### src/rtl/exe_alu_stage_pkg.sv
// Shared widths, buffer depth and execute-stage structs for the ALU path.
// alu_operand() is the operand-select mux used by the ALU functional unit.
package cpu_params_pkg;
    localparam int RSZ               = 32;
    localparam int PC_SZ             = 32;
    localparam int EXE_ALU_BUF_DEPTH = 2;
endpackage

package cpu_structs_pkg;
    import cpu_params_pkg::*;

    typedef enum logic [1:0] {AM_RS1, AM_RS2, AM_IMM, AM_PC} ALU_SEL_TYPE;

    typedef enum logic [3:0] {
        ALU_ADD, ALU_SUB, ALU_AND, ALU_OR, ALU_XOR,
        ALU_SLL, ALU_SRL, ALU_SRA, ALU_SLT, ALU_SLTU
    } ALU_OP_TYPE;

    typedef struct packed {
        logic [RSZ-1:0]   Rs1_data;
        logic [RSZ-1:0]   Rs2_data;
        logic [RSZ-1:0]   imm;
        logic [PC_SZ-1:0] pc;
        ALU_SEL_TYPE      sel_x;
        ALU_SEL_TYPE      sel_y;
        ALU_OP_TYPE       op;
        logic [4:0]       Rd_addr;
        logic             rd_wr;
    } EXE_ALU_IN_TYPE;

    typedef struct packed {
        logic [RSZ-1:0]   Rd_data;
        logic [4:0]       Rd_addr;
        logic             rd_wr;
        logic [PC_SZ-1:0] pc;
    } EXE_ALU_OUT_TYPE;

    function automatic logic [RSZ-1:0] alu_operand(ALU_SEL_TYPE sel, logic [RSZ-1:0] rs1,
                                                   logic [RSZ-1:0] rs2, logic [RSZ-1:0] imm,
                                                   logic [PC_SZ-1:0] pc);
        case (sel)
            AM_RS1:  return rs1;
            AM_RS2:  return rs2;
            AM_IMM:  return imm;
            default: return RSZ'(pc);
        endcase
    endfunction
endpackage

### src/rtl/exe_alu_stage_if.sv
// Operand/select bus between the execute stage (master) and the ALU unit (slave).
interface AFU_intf;
    import cpu_params_pkg::*;
    import cpu_structs_pkg::*;

    logic [RSZ-1:0]   Rs1_data;
    logic [RSZ-1:0]   Rs2_data;
    logic [RSZ-1:0]   imm;
    logic [PC_SZ-1:0] pc;
    ALU_SEL_TYPE      sel_x;
    ALU_SEL_TYPE      sel_y;
    ALU_OP_TYPE       op;
    logic [RSZ-1:0]   Rd_data;

    modport master (output Rs1_data, Rs2_data, imm, pc, sel_x, sel_y, op, input Rd_data);
    modport slave  (input Rs1_data, Rs2_data, imm, pc, sel_x, sel_y, op, output Rd_data);
endinterface

### src/rtl/exe_alu_stage_skid_buf.sv
// Generic 2-entry in-order buffer with occupancy count; flush beats push/pop.
// Caller guarantees no push when full and no pop when empty.
module exe_skid_buf #(
    parameter int W = 8
) (
    input  logic         clk,
    input  logic         rst_n,
    input  logic         push,
    input  logic         pop,
    input  logic         flush,
    input  logic [W-1:0] din,
    output logic [W-1:0] head,
    output logic [1:0]   count
);
    logic [W-1:0] mem [2];
    logic         wr_ptr, rd_ptr;

    always_ff @(posedge clk or negedge rst_n) begin
        if (!rst_n) begin
            count  <= '0;
            wr_ptr <= 1'b0;
            rd_ptr <= 1'b0;
            mem[0] <= '0;
            mem[1] <= '0;
        end else if (flush) begin
            count  <= '0;
            wr_ptr <= 1'b0;
            rd_ptr <= 1'b0;
        end else begin
            if (push) begin
                mem[wr_ptr] <= din;
                wr_ptr      <= ~wr_ptr;
            end
            if (pop) rd_ptr <= ~rd_ptr;
            count <= count + {1'b0, push} - {1'b0, pop};
        end
    end

    assign head = mem[rd_ptr];
endmodule

### src/rtl/exe_alu_stage.sv
// Execute-stage ALU wrapper: drives alu_fu over AFU_intf, buffers results for MEM.
// Define EXE_ALU_FWD_EN to build the operand-forwarding outputs; otherwise they read 0.
module exe_alu_stage
    import cpu_params_pkg::*;
    import cpu_structs_pkg::*;
(
    input  logic            clk_in,
    input  logic            reset_in_n,
    input  logic            dec_valid_in,
    output logic            dec_rdy_out,
    input  EXE_ALU_IN_TYPE  dec_data_in,
    AFU_intf.master         afu_bus,
    output logic            exe_valid_out,
    input  logic            mem_rdy_in,
    output EXE_ALU_OUT_TYPE exe_data_out,
    input  logic            flush_in,
    output logic            fwd_valid_out,
    output logic [4:0]      fwd_Rd_addr_out,
    output logic [RSZ-1:0]  fwd_Rd_data_out,
    output logic [31:0]     alu_retired_out
);
    logic [1:0]      count;
    logic            push, pop;
    logic [31:0]     retired_q;
    EXE_ALU_OUT_TYPE entry_in;

    // Ready depends only on registered occupancy, never on mem_rdy_in.
    assign dec_rdy_out   = (count != 2'(EXE_ALU_BUF_DEPTH));
    assign exe_valid_out = (count != 2'd0);
    assign push          = dec_valid_in & dec_rdy_out & ~flush_in;
    assign pop           = exe_valid_out & mem_rdy_in & ~flush_in;

    assign afu_bus.Rs1_data = dec_data_in.Rs1_data;
    assign afu_bus.Rs2_data = dec_data_in.Rs2_data;
    assign afu_bus.imm      = dec_data_in.imm;
    assign afu_bus.pc       = dec_data_in.pc;
    assign afu_bus.sel_x    = dec_data_in.sel_x;
    assign afu_bus.sel_y    = dec_data_in.sel_y;
    assign afu_bus.op       = dec_data_in.op;

    always_comb begin
        entry_in         = '0;
        entry_in.Rd_data = afu_bus.Rd_data;
        entry_in.Rd_addr = dec_data_in.Rd_addr;
        entry_in.rd_wr   = dec_data_in.rd_wr;
        entry_in.pc      = dec_data_in.pc;
    end

    exe_skid_buf #(.W($bits(EXE_ALU_OUT_TYPE))) u_buf (
        .clk   (clk_in),
        .rst_n (reset_in_n),
        .push  (push),
        .pop   (pop),
        .flush (flush_in),
        .din   (entry_in),
        .head  (exe_data_out),
        .count (count)
    );

    always_ff @(posedge clk_in or negedge reset_in_n) begin
        if (!reset_in_n)  retired_q <= '0;
        else if (pop)     retired_q <= retired_q + 32'd1;
    end
    assign alu_retired_out = retired_q;

`ifdef EXE_ALU_FWD_EN
    // Tracks the newest buffered entry: a push replaces it, draining the last entry drops it.
    always_ff @(posedge clk_in or negedge reset_in_n) begin
        if (!reset_in_n) begin
            fwd_valid_out   <= 1'b0;
            fwd_Rd_addr_out <= '0;
            fwd_Rd_data_out <= '0;
        end else if (flush_in) begin
            fwd_valid_out   <= 1'b0;
        end else if (push) begin
            fwd_valid_out   <= entry_in.rd_wr & (entry_in.Rd_addr != 5'd0);
            fwd_Rd_addr_out <= entry_in.Rd_addr;
            fwd_Rd_data_out <= entry_in.Rd_data;
        end else if (pop && count == 2'd1) begin
            fwd_valid_out   <= 1'b0;
        end
    end
`else
    assign fwd_valid_out   = 1'b0;
    assign fwd_Rd_addr_out = '0;
    assign fwd_Rd_data_out = '0;
`endif
endmodule
### src/flat_wrapper.sv
// flat-port wrapper written by rule: the top's interface ports become plain ports
module exe_alu_stage_flat import cpu_params_pkg::*; import cpu_structs_pkg::*;
  (clk_in, reset_in_n, dec_valid_in, dec_rdy_out, dec_data_in, exe_valid_out, mem_rdy_in, exe_data_out, flush_in, fwd_valid_out, fwd_Rd_addr_out, fwd_Rd_data_out, alu_retired_out, afu_bus_Rs1_data, afu_bus_Rs2_data, afu_bus_imm, afu_bus_pc, afu_bus_sel_x, afu_bus_sel_y, afu_bus_op, afu_bus_Rd_data);
  AFU_intf afu_bus_i ();
  input  logic clk_in;
  input  logic reset_in_n;
  input  logic dec_valid_in;
  output logic dec_rdy_out;
  input  EXE_ALU_IN_TYPE dec_data_in;
  output logic exe_valid_out;
  input  logic mem_rdy_in;
  output EXE_ALU_OUT_TYPE exe_data_out;
  input  logic flush_in;
  output logic fwd_valid_out;
  output logic [4:0] fwd_Rd_addr_out;
  output logic [RSZ-1:0] fwd_Rd_data_out;
  output logic [31:0] alu_retired_out;
  output wire logic [$bits(afu_bus_i.Rs1_data)-1:0] afu_bus_Rs1_data;
  output wire logic [$bits(afu_bus_i.Rs2_data)-1:0] afu_bus_Rs2_data;
  output wire logic [$bits(afu_bus_i.imm)-1:0] afu_bus_imm;
  output wire logic [$bits(afu_bus_i.pc)-1:0] afu_bus_pc;
  output wire logic [$bits(afu_bus_i.sel_x)-1:0] afu_bus_sel_x;
  output wire logic [$bits(afu_bus_i.sel_y)-1:0] afu_bus_sel_y;
  output wire logic [$bits(afu_bus_i.op)-1:0] afu_bus_op;
  input wire logic [$bits(afu_bus_i.Rd_data)-1:0] afu_bus_Rd_data;
  assign afu_bus_Rs1_data = afu_bus_i.Rs1_data;
  assign afu_bus_Rs2_data = afu_bus_i.Rs2_data;
  assign afu_bus_imm = afu_bus_i.imm;
  assign afu_bus_pc = afu_bus_i.pc;
  assign afu_bus_sel_x = afu_bus_i.sel_x;
  assign afu_bus_sel_y = afu_bus_i.sel_y;
  assign afu_bus_op = afu_bus_i.op;
  assign afu_bus_i.Rd_data = afu_bus_Rd_data;
  exe_alu_stage u_core (.clk_in(clk_in), .reset_in_n(reset_in_n), .dec_valid_in(dec_valid_in), .dec_rdy_out(dec_rdy_out), .dec_data_in(dec_data_in), .afu_bus(afu_bus_i), .exe_valid_out(exe_valid_out), .mem_rdy_in(mem_rdy_in), .exe_data_out(exe_data_out), .flush_in(flush_in), .fwd_valid_out(fwd_valid_out), .fwd_Rd_addr_out(fwd_Rd_addr_out), .fwd_Rd_data_out(fwd_Rd_data_out), .alu_retired_out(alu_retired_out));
endmodule
### config.mk
export PLATFORM = sky130hd
export DESIGN_NAME = exe_alu_stage_flat
export DESIGN_NICKNAME = d
export VERILOG_FILES = /design/src/rtl/exe_alu_stage_pkg.sv /design/src/rtl/exe_alu_stage_if.sv /design/src/rtl/exe_alu_stage_skid_buf.sv /design/src/rtl/exe_alu_stage.sv /design/src/flat_wrapper.sv
export SDC_FILE = /design/constraint.sdc
export NUM_CORES = 1
export LEC_CHECK = 0
export BUFFER_PORTS_ARGS = -buffer_cell sky130_fd_sc_hd__clkbuf_2
export CAP_MARGIN = 20
export CORE_AREA = 8 8 170 172
export DETAILED_ROUTE_END_ITERATION = 6
export DIE_AREA = 0 0 178 180
export REMOVE_ABC_BUFFERS = 1
export SYNTH_ARGS = -nofsm -noshare
export SYNTH_HDL_FRONTEND = slang
export SYNTH_SLANG_ARGS = --single-unit
### constraint.sdc
create_clock -name clk_in -period 2.85 [get_ports clk_in]
set_input_delay 0.57 -clock clk_in [delete_from_list [all_inputs] [get_ports clk_in]]
set_output_delay 0.57 -clock clk_in [all_outputs]
set_load 0.01 [all_outputs]
Word-level counts from Yosys, hierarchy flattened --
Cells that the tools add are included.
Word-level totals: word-level logic and storage cells 38, output and inout bits 278, input port bits 179, register bits after elaboration 176
Operators by class: reductions and logical operators 5, bitwise operators 9, mux-type cells 11, $lt $le $gt $ge 3, eq/ne operators 1, $add $sub $neg 3
Operators by type and width (number):
- $mux W70 | 4
- $bwmux W140 | 1
- $demux W70 S1 | 1
- $add A32 B1 Y32 const B | 1
- $reduce_bool A2 Y1 | 3
- $and A1 B1 Y1 | 4
- $ge A2 B2 Y1 const B | 2
- $mux W1 | 4
- $not A1 Y2 | 2
- $not A1 Y1 | 3
- $add A2 B1 Y2 | 1
- $lt A2 B1 Y1 const B | 1
- $mux W2 | 1
- $ne A2 B2 Y1 const B | 1
- $reduce_and A2 Y1 | 1
- $sub A2 B1 Y2 | 1
- $logic_and A1 B1 Y1 | 1

Logic depth before layout (Yosys ltp) --
Gate-level depths: netlist of run 1.
depth in word-level cells 6, mapped depth 8, gate-level depth less buffers 8

Hierarchy --
A second synthesis of run 1 with hierarchy kept.
Unflattened totals: cell total of the unflattened synthesis 695, area total of the unflattened synthesis 9092.5 um2
Modules (own cells, without submodules):
- exe_skid_buf | sequential area each 3603.5 um2, area each 6258.5 um2, times used 1, cells an instance 389
- exe_alu_stage | sequential area each 800.8 um2, area each 2834.0 um2, times used 1, cells an instance 306

Worst setup path before layout of run 1 --
Ideal clock, no wire load.
path type reg2out, start register u_core.u_buf.rd_ptr, end output port exe_data_out[30] (netlist bit), stages on the path, launching flop included 4, arrival 1.254 ns, data required time 2.280 ns, buffers on the path 2, setup slack 1.026 ns, cell sequence dfrtp_1 clkbuf_1 clkbuf_1 mux2_2
RTL lines:
- from (decl) | RTL line exe_alu_stage_skid_buf.sv:16 | logic wr_ptr, rd_ptr;
- from (signal assigned) | RTL line exe_alu_stage_skid_buf.sv:34 | if (pop) rd_ptr <= ~rd_ptr;
- to (decl) | RTL line flat_wrapper.sv:12 | output EXE_ALU_OUT_TYPE exe_data_out;

==> results.json, run 1 <==
{
  "status": "completed",
  "min_period_over_period": 0.862,
  "cts_setup_buffers": 0,
  "slew_viol_final": 0,
  "wl_per_cell_um": 31.6,
  "use_met2": 0.302,
  "num_vias": 5502,
  "post-synth-top-count-cell": "mux2_2",
  "synth_top_family_by_area": "multiplexers",
  "busiest_layer": "met2",
  "wl_um": 35700,
  "grt_util_met1": 0.216,
  "htreeDepth": 4,
  "fmax_ghz": 0.407,
  "nets": 957,
  "ys_types": 28,
  "rsz0062_at_grt": "no",
  "layout_min_cycle_time_ps": 2460,
  "syn_inst": 703,
  "cp-start-kind": "flip-flop",
  "use_met3": 0.251,
  "synth_edf_count": 0,
  "grt_max_degree": 71,
  "synth_compound_area_frac": 0.00180,
  "gp_congestion": 0.859,
  "cts_root_buf": "clkbuf_16",
  "postSynthAreaPerCell_um2": 12.9,
  "hold_viol": 0,
  "start_util": 0.343,
  "cp.required_ps": 2280,
  "drt_iter0_drc": 279,
  "cts_buffers": 17,
  "placed_area_mm2": 0.00933,
  "cp_max_fo": 19,
  "yosysTopAreaCell": "dfrtp_1",
  "clk_latency_ps": 420,
  "worst_slew_pin_slew_ps": 721,
  "rows": 60,
  "finalNonFillerCells": 1130,
  "die_w_um": 178,
  "seq_area_frac_synth": 0.487,
  "remaining_drc_errors": 0,
  "synth_common_cells": "mux2_2 (197), buf_4 (182), dfrtp_1 (176), xnor2_1 (25), buf_2 (15)",
  "synth.area.top_cells": "dfrtp_1 (49%), mux2_2 (25%), buf_4 (15%), xnor2_1 (2.4%), mux2_1 (1.7%)",
  "grt.overflow.total": 0,
  "cap_violations": 0,
  "grt_pass1_wl_um": 48900,
  "fin_area_mm2": 0.00991,
  "yosys.area.top_type_share": 0.487,
  "grt_pass1_vias": 5877,
  "critical_path_class": "flip-flop to output pin",
  "fin_worst_skew_ps": 8.53,
  "dp_hpwl_um": 29000,
  "fin_tns_setup_ps": 0,
  "worstPathArrival_ps": 1890,
  "setup_violations": 0,
  "synth-adder-area-share": 0.00415,
  "maxSlewHeadroom": 0.517,
  "synth_ff_type": "dfrtp_1",
  "synth-simple-area-share": 0.0474,
  "cts_buffer_depth": 2,
  "io-pin-count": 457,
  "end_kind": "output pin",
  "ctsHoldBuffers": 0,
  "place.port_buffers": 210,
  "cts.repair.resized": 0,
  "synth_mux_area_frac": 0.263,
  "die_y_um": 180,
  "preCtsSetupSlack_ps": 728,
  "grt_usage": 0.220,
  "p_total_mw": 8.83,
  "synth_xor_area_frac": 0.0339,
  "drtPass1Iterations": 5,
  "core_area_mm2": 0.0264,
  "leakage_nw": 4.67,
  "vdd_ir_drop_max_mv": 0.370,
  "n_fill_cell": 2563,
  "ff2ff_setup_slack_ps": 920,
  "routed_via_density": 4.87,
  "clock_sinks": 176,
  "ant_nets": 0,
  "drive_gt1_frac": 0.570,
  "clkTransAtPathRegs_ps": 70,
  "cts_tree": "done",
  "ys_ff_latch": 176,
  "die_area_mm2": 0.0320,
  "fin_ws_ps": 394,
  "antenna_found_initial": 1,
  "powerDensity_mw_per_mm2": 891,
  "placed_cells": 1097,
  "ys.warnings.count": 0,
  "async_flop_share": 1.00,
  "hold_class": "input port to async pin",
  "netlist_area_mm2": 0.00904,
  "area_growth_pct": 9.59
}
==> layer usage <==
layer  part of all wire  vias up
met5              0.010        -
met4             0.0060       10
met3               0.25       22
met2               0.40      472
met1               0.34     2645
li1                   -     2353
==> worst max-delay path, cell delays in order (launching register included) <==
cell,delay [ps]
dfrtp_4,600
buf_4,330
mux2_2,380
clkbuf_2,130
==> path summary, 6_finish.rpt <==
path                                                              from                                endpoint  depth (start not counted)
worst max-delay path                   u_core.u_buf.rd_ptr$_DFFE_PN0P_                        exe_data_out[40]                          3
worst min-delay path                                        reset_in_n   u_core.alu_retired_out[6]$_DFFE_PN0P_                          1
min in group clk_in                                 afu_bus_Rd_data[1]        u_core.u_buf.mem[39]$_DFFE_PN0P_                          2
worst max register to register   u_core.alu_retired_out[0]$_DFFE_PN0P_  u_core.alu_retired_out[30]$_DFFE_PN0P_                          5
worst min register to register  u_core.alu_retired_out[31]$_DFFE_PN0P_  u_core.alu_retired_out[31]$_DFFE_PN0P_                          1
max in group asynchronous                                   reset_in_n        u_core.u_buf.mem[10]$_DFFE_PN0P_                          2
==> metrics by stage <==
| step | utilization | hold slack, ps |
|---|---|---|
| global placement | 0.354 | 459 |
| global route | 0.376 | 89.4 |
| detailed placement | 0.354 | 462 |
| floorplan | - | 274 |
| finish | 0.376 | 77.2 |
| CTS | 0.376 | 76.2 |
==> state kept, by name, indices dropped and copies added, names as in the netlist <==
register                count
u_core.alu_retired_out     32
u_core.u_buf.count          2
u_core.u_buf.mem          140
u_core.u_buf.wr_ptr         1
u_core.u_buf.rd_ptr         1
==> report_power, final <==
part	switching, mW	internal, mW
Combinational	1.18	1.46
Sequential	0.482	3.37
Clock	1.02	1.32
==> kinds of logic after synthesis <==
group / after synthesis
fa+ha+maj: 3
mux: 211
flops: 176
buf+inv: 205
compound gates: 2
other cells: 1
simple gates: 70
xor+xnor: 35
==> layout by cell type, fill, tap and decap left out, types with 5 or more instances in the layout <==
cell type / instances
clkbuf_2: 209
mux2_2: 197
dfrtp_1: 175
conb_1: 38
xnor2_1: 25
clkbuf_16: 17
mux2_1: 14
nand4_1: 14
nand3_1: 12
and3_1: 12
xor2_1: 10
and2_1: 7
nand2_1: 6
buf_12: 5
==> area by class of cell <==
cell class / count / area (um^2) / share of cell area
antenna: 1 / 2.50 / 0.000252
clock buffer: 20 / 447 / 0.0451
clock inverter: 12 / 133 / 0.0134
inverter: 4 / 15.0 / 0.00151
sequential: 176 / 4410 / 0.445
timing repair buffer: 217 / 1170 / 0.118
multi-input combinational: 359 / 3310 / 0.334
tap: 341 / 427 / 0.0430
No activity file was read; power rests on OpenSTA's default activity.
==> run 2: changes to the inputs <==
- CORE_AREA: 8 8 170 172 -> 8 8 171 173
- DIE_AREA: 0 0 178 180 -> 0 0 179 181
- MAX_ROUTING_LAYER: unset -> met4
- SLEW_MARGIN: unset -> 10
- SYNTH_HIERARCHICAL: unset -> 1
==> run 2 against run 1 <==
Cell count fell by 0.53%. Critical endpoint is now exe_data_out[64]. Die area is 1.1% higher. Cell area grew 0.32%. Non-clock buffer count grew 2. Combinational power decreased by 16%. Worst hold slack better by 74 ps. Clock skew up 3.0 ps. Highest routed layer is now met4. Critical path depth is the same. Clock-buffer cell count stayed put.
==> results.json, run 2 <==
{
  "ctsHoldBuffers": 0,
  "end_kind": "output pin",
  "ant_nets": 0,
  "clk_latency_ps": 420,
  "post-synth-top-count-cell": "mux2_2",
  "p_total_mw": 8.17,
  "cp.required_ps": 2280,
  "worst_r2r_path_depth": 5,
  "gp_congestion": 0.831,
  "regArea_mm2": 0.00441,
  "rows": 60,
  "nets": 952,
  "critical_path_class": "flip-flop to output pin",
  "routed_via_density": 4.70,
  "hold_viol": 0,
  "drtPass1Iterations": 4,
  "final_cell_mix": "clkbuf_2 (209), mux2_2 (205), dfrtp_1 (175)",
  "die_y_um": 181,
  "placed_area_mm2": 0.00936,
  "synth_edf_count": 0,
  "synth_ff_type": "dfrtp_1",
  "yosys.area.top_type_share": 0.484,
  "io-pin-count": 457,
  "fmax_ghz": 0.424,
  "r2r_start": "u_core/u_buf/count[0]$_DFF_PN0_",
  "grt_pass1_wl_um": 46200,
  "postSynthAreaPerCell_um2": 13.1,
  "syn_inst": 695,
  "leakage_nw": 4.77,
  "holdWs_ps": 151,
  "ff2ff_setup_slack_ps": 830,
  "antenna_found_initial": 0,
  "cp_max_fo": 20,
  "largest_register": "u_core/u_buf/mem",
  "rsz0062_at_grt": "no",
  "clkTransAtPathRegs_ps": 70,
  "final_common_cell": "clkbuf_2",
  "cts_tree": "done",
  "dp_hpwl_um": 27700,
  "reg2reg_to": "u_core/u_buf/mem[110]$_DFFE_PN0P_",
  "cts_root_buf": "clkbuf_16",
  "min_period_over_period": 0.828,
  "layout_min_cycle_time_ps": 2360,
  "hold_class": "input port to async pin",
  "status": "completed",
  "die_area_mm2": 0.0324,
  "num_vias": 5287,
  "fin_worst_skew_ps": 11.6,
  "powerDensity_mw_per_mm2": 821,
  "seq_area_frac_synth": 0.484,
  "cts_buffer_depth": 2,
  "die_w_um": 179,
  "finalNonFillerCells": 1124,
  "remaining_drc_errors": 0,
  "async_flop_share": 1.00,
  "endpoint": "exe_data_out[64]",
  "slowest_delay_ps": 520,
  "largest_reg_flops": 140,
  "fin_area_mm2": 0.00994,
  "clock_sinks": 176,
  "slowest_stage": "dfrtp_4",
  "yosysTopAreaCell": "dfrtp_1",
  "drive_gt1_frac": 0.596,
  "worst_slew_pin_slew_ps": 626,
  "htreeDepth": 4,
  "core_area_mm2": 0.0265,
  "multiInputGateArea_mm2": 0.00332,
  "grt_max_degree": 71,
  "grt_usage": 0.212,
  "maxSlewHeadroom": 0.583,
  "start_util": 0.343,
  "ys_ff_latch": 176,
  "grt.overflow.total": 0,
  "crit_chain": "buf_4 > mux2_2 > clkbuf_2",
  "synth_common_cells": "mux2_2 (205), buf_4 (183), dfrtp_1 (176), xnor2_1 (28), nand3_1 (13)",
  "ys.warnings.count": 6,
  "antenna_cells": 0,
  "synth.area.top_cells": "dfrtp_1 (48%), mux2_2 (25%), buf_4 (15%), xnor2_1 (2.7%), buf_6 (0.87%)",
  "wl_um": 34200,
  "cts_setup_buffers": 0,
  "cap_violations": 0,
  "wl_per_cell_um": 30.4,
  "n_fill_cell": 2599,
  "vdd_ir_drop_max_mv": 0.365,
  "worstPathArrival_ps": 1790,
  "slew_viol_final": 0,
  "ys_types": 34,
  "cts.repair.resized": 0,
  "setup_violations": 0,
  "place.port_buffers": 210,
  "fin_tns_setup_ps": 0,
  "cp-start-kind": "flip-flop",
  "grt_pass1_vias": 5593,
  "worstSetupStartpoint": "u_core/u_buf/rd_ptr$_DFFE_PN0P_",
  "netlist_area_mm2": 0.00909,
  "area_growth_pct": 9.36,
  "placed_cells": 1092,
  "drt_iter0_drc": 191,
  "cts_buffers": 17
}
run 2: cell count changes after synthesis, sizes merged, moves of 2 or more:
cell | previous run | this run
xnor2 | 25 | 28
nand2 | 6 | 12
nor3 | 2 | 4
nand3 | 12 | 15
clkbuf | 4 | 1
nand4 | 14 | 10
buf | 197 | 199
and4 | 4 | 1
and2 | 7 | 4
and3 | 12 | 6
xor2 | 10 | 5
run 2: final cells by class:
type | count | share of cell area
inverters | 3 | 0.00113
multi-input cells | 353 | 0.334
flip-flops and latches | 176 | 0.443
clock buffers | 20 | 0.0459
well taps | 341 | 0.0429
repair buffers | 219 | 0.119
clock inverters | 12 | 0.0131
run 2: through the flow:
step | util | setup WS, ps
final | 0.375 | 489
after global routing | 0.375 | 404
after CTS | 0.375 | 426
after detailed placement | 0.353 | 523
after global placement | 0.353 | 550
after floorplan | - | -384
run 2: critical path: cells and delay by family, from the launching register on:
family | cells | cell delay [ps]
buffers and inverters | 2 | 460
DFF | 1 | 520
muxes | 1 | 390
run 2: cells by family (layout without fill, tap and decap cells):
family / Yosys count / after routing / synth area share
muxes: 211 / 211 / 0.261
buffers and inverters: 203 / 254 / 0.166
DFF: 176 / 176 / 0.484
and+or+nand+nor: 67 / 67 / 0.0491
xor gates and xnor gates: 34 / 34 / 0.0343
adders and majority gates: 3 / 3 / 0.00413
other: 1 / 38 / 0.000412
run 2: how the worst min path moves through the flow:
stage | end | slack, ps | from | cells past startpoint
floorplan | u_core/alu_retired_out[0]$_DFFE_PN0P_ | 270 | reset_in_n | 0
global placement | u_core/u_buf/mem[134]$_DFFE_PN0P_ | 460 | u_core/u_buf/mem[134]$_DFFE_PN0P_ | 1
detailed placement | u_core/u_buf/mem[95]$_DFFE_PN0P_ | 470 | u_core/u_buf/mem[95]$_DFFE_PN0P_ | 1
CTS | u_core/alu_retired_out[24]$_DFFE_PN0P_ | 160 | reset_in_n | 1
global route | u_core/alu_retired_out[26]$_DFFE_PN0P_ | 190 | reset_in_n | 1
finish | u_core/alu_retired_out[26]$_DFFE_PN0P_ | 150 | reset_in_n | 1
run 2: layer usage:
| metal | part of all wire | up-vias | track usage |
|---|---|---|---|
| met5 | 0 | - | - |
| met4 | 0.0049 | 0 | 0.0288 |
| met3 | 0.24 | 12 | 0.230 |
| met2 | 0.40 | 427 | 0.279 |
| met1 | 0.35 | 2539 | 0.213 |
| li1 | - | 2309 | - |
run 2: where the power goes:
group	leakage (nW)	internal, mW	switching [mW]
Sequential	2.21	3.24	0.355
Combinational	2.28	1.22	0.999
Clock	0.287	1.35	1.01
Total	4.77	5.80	2.37
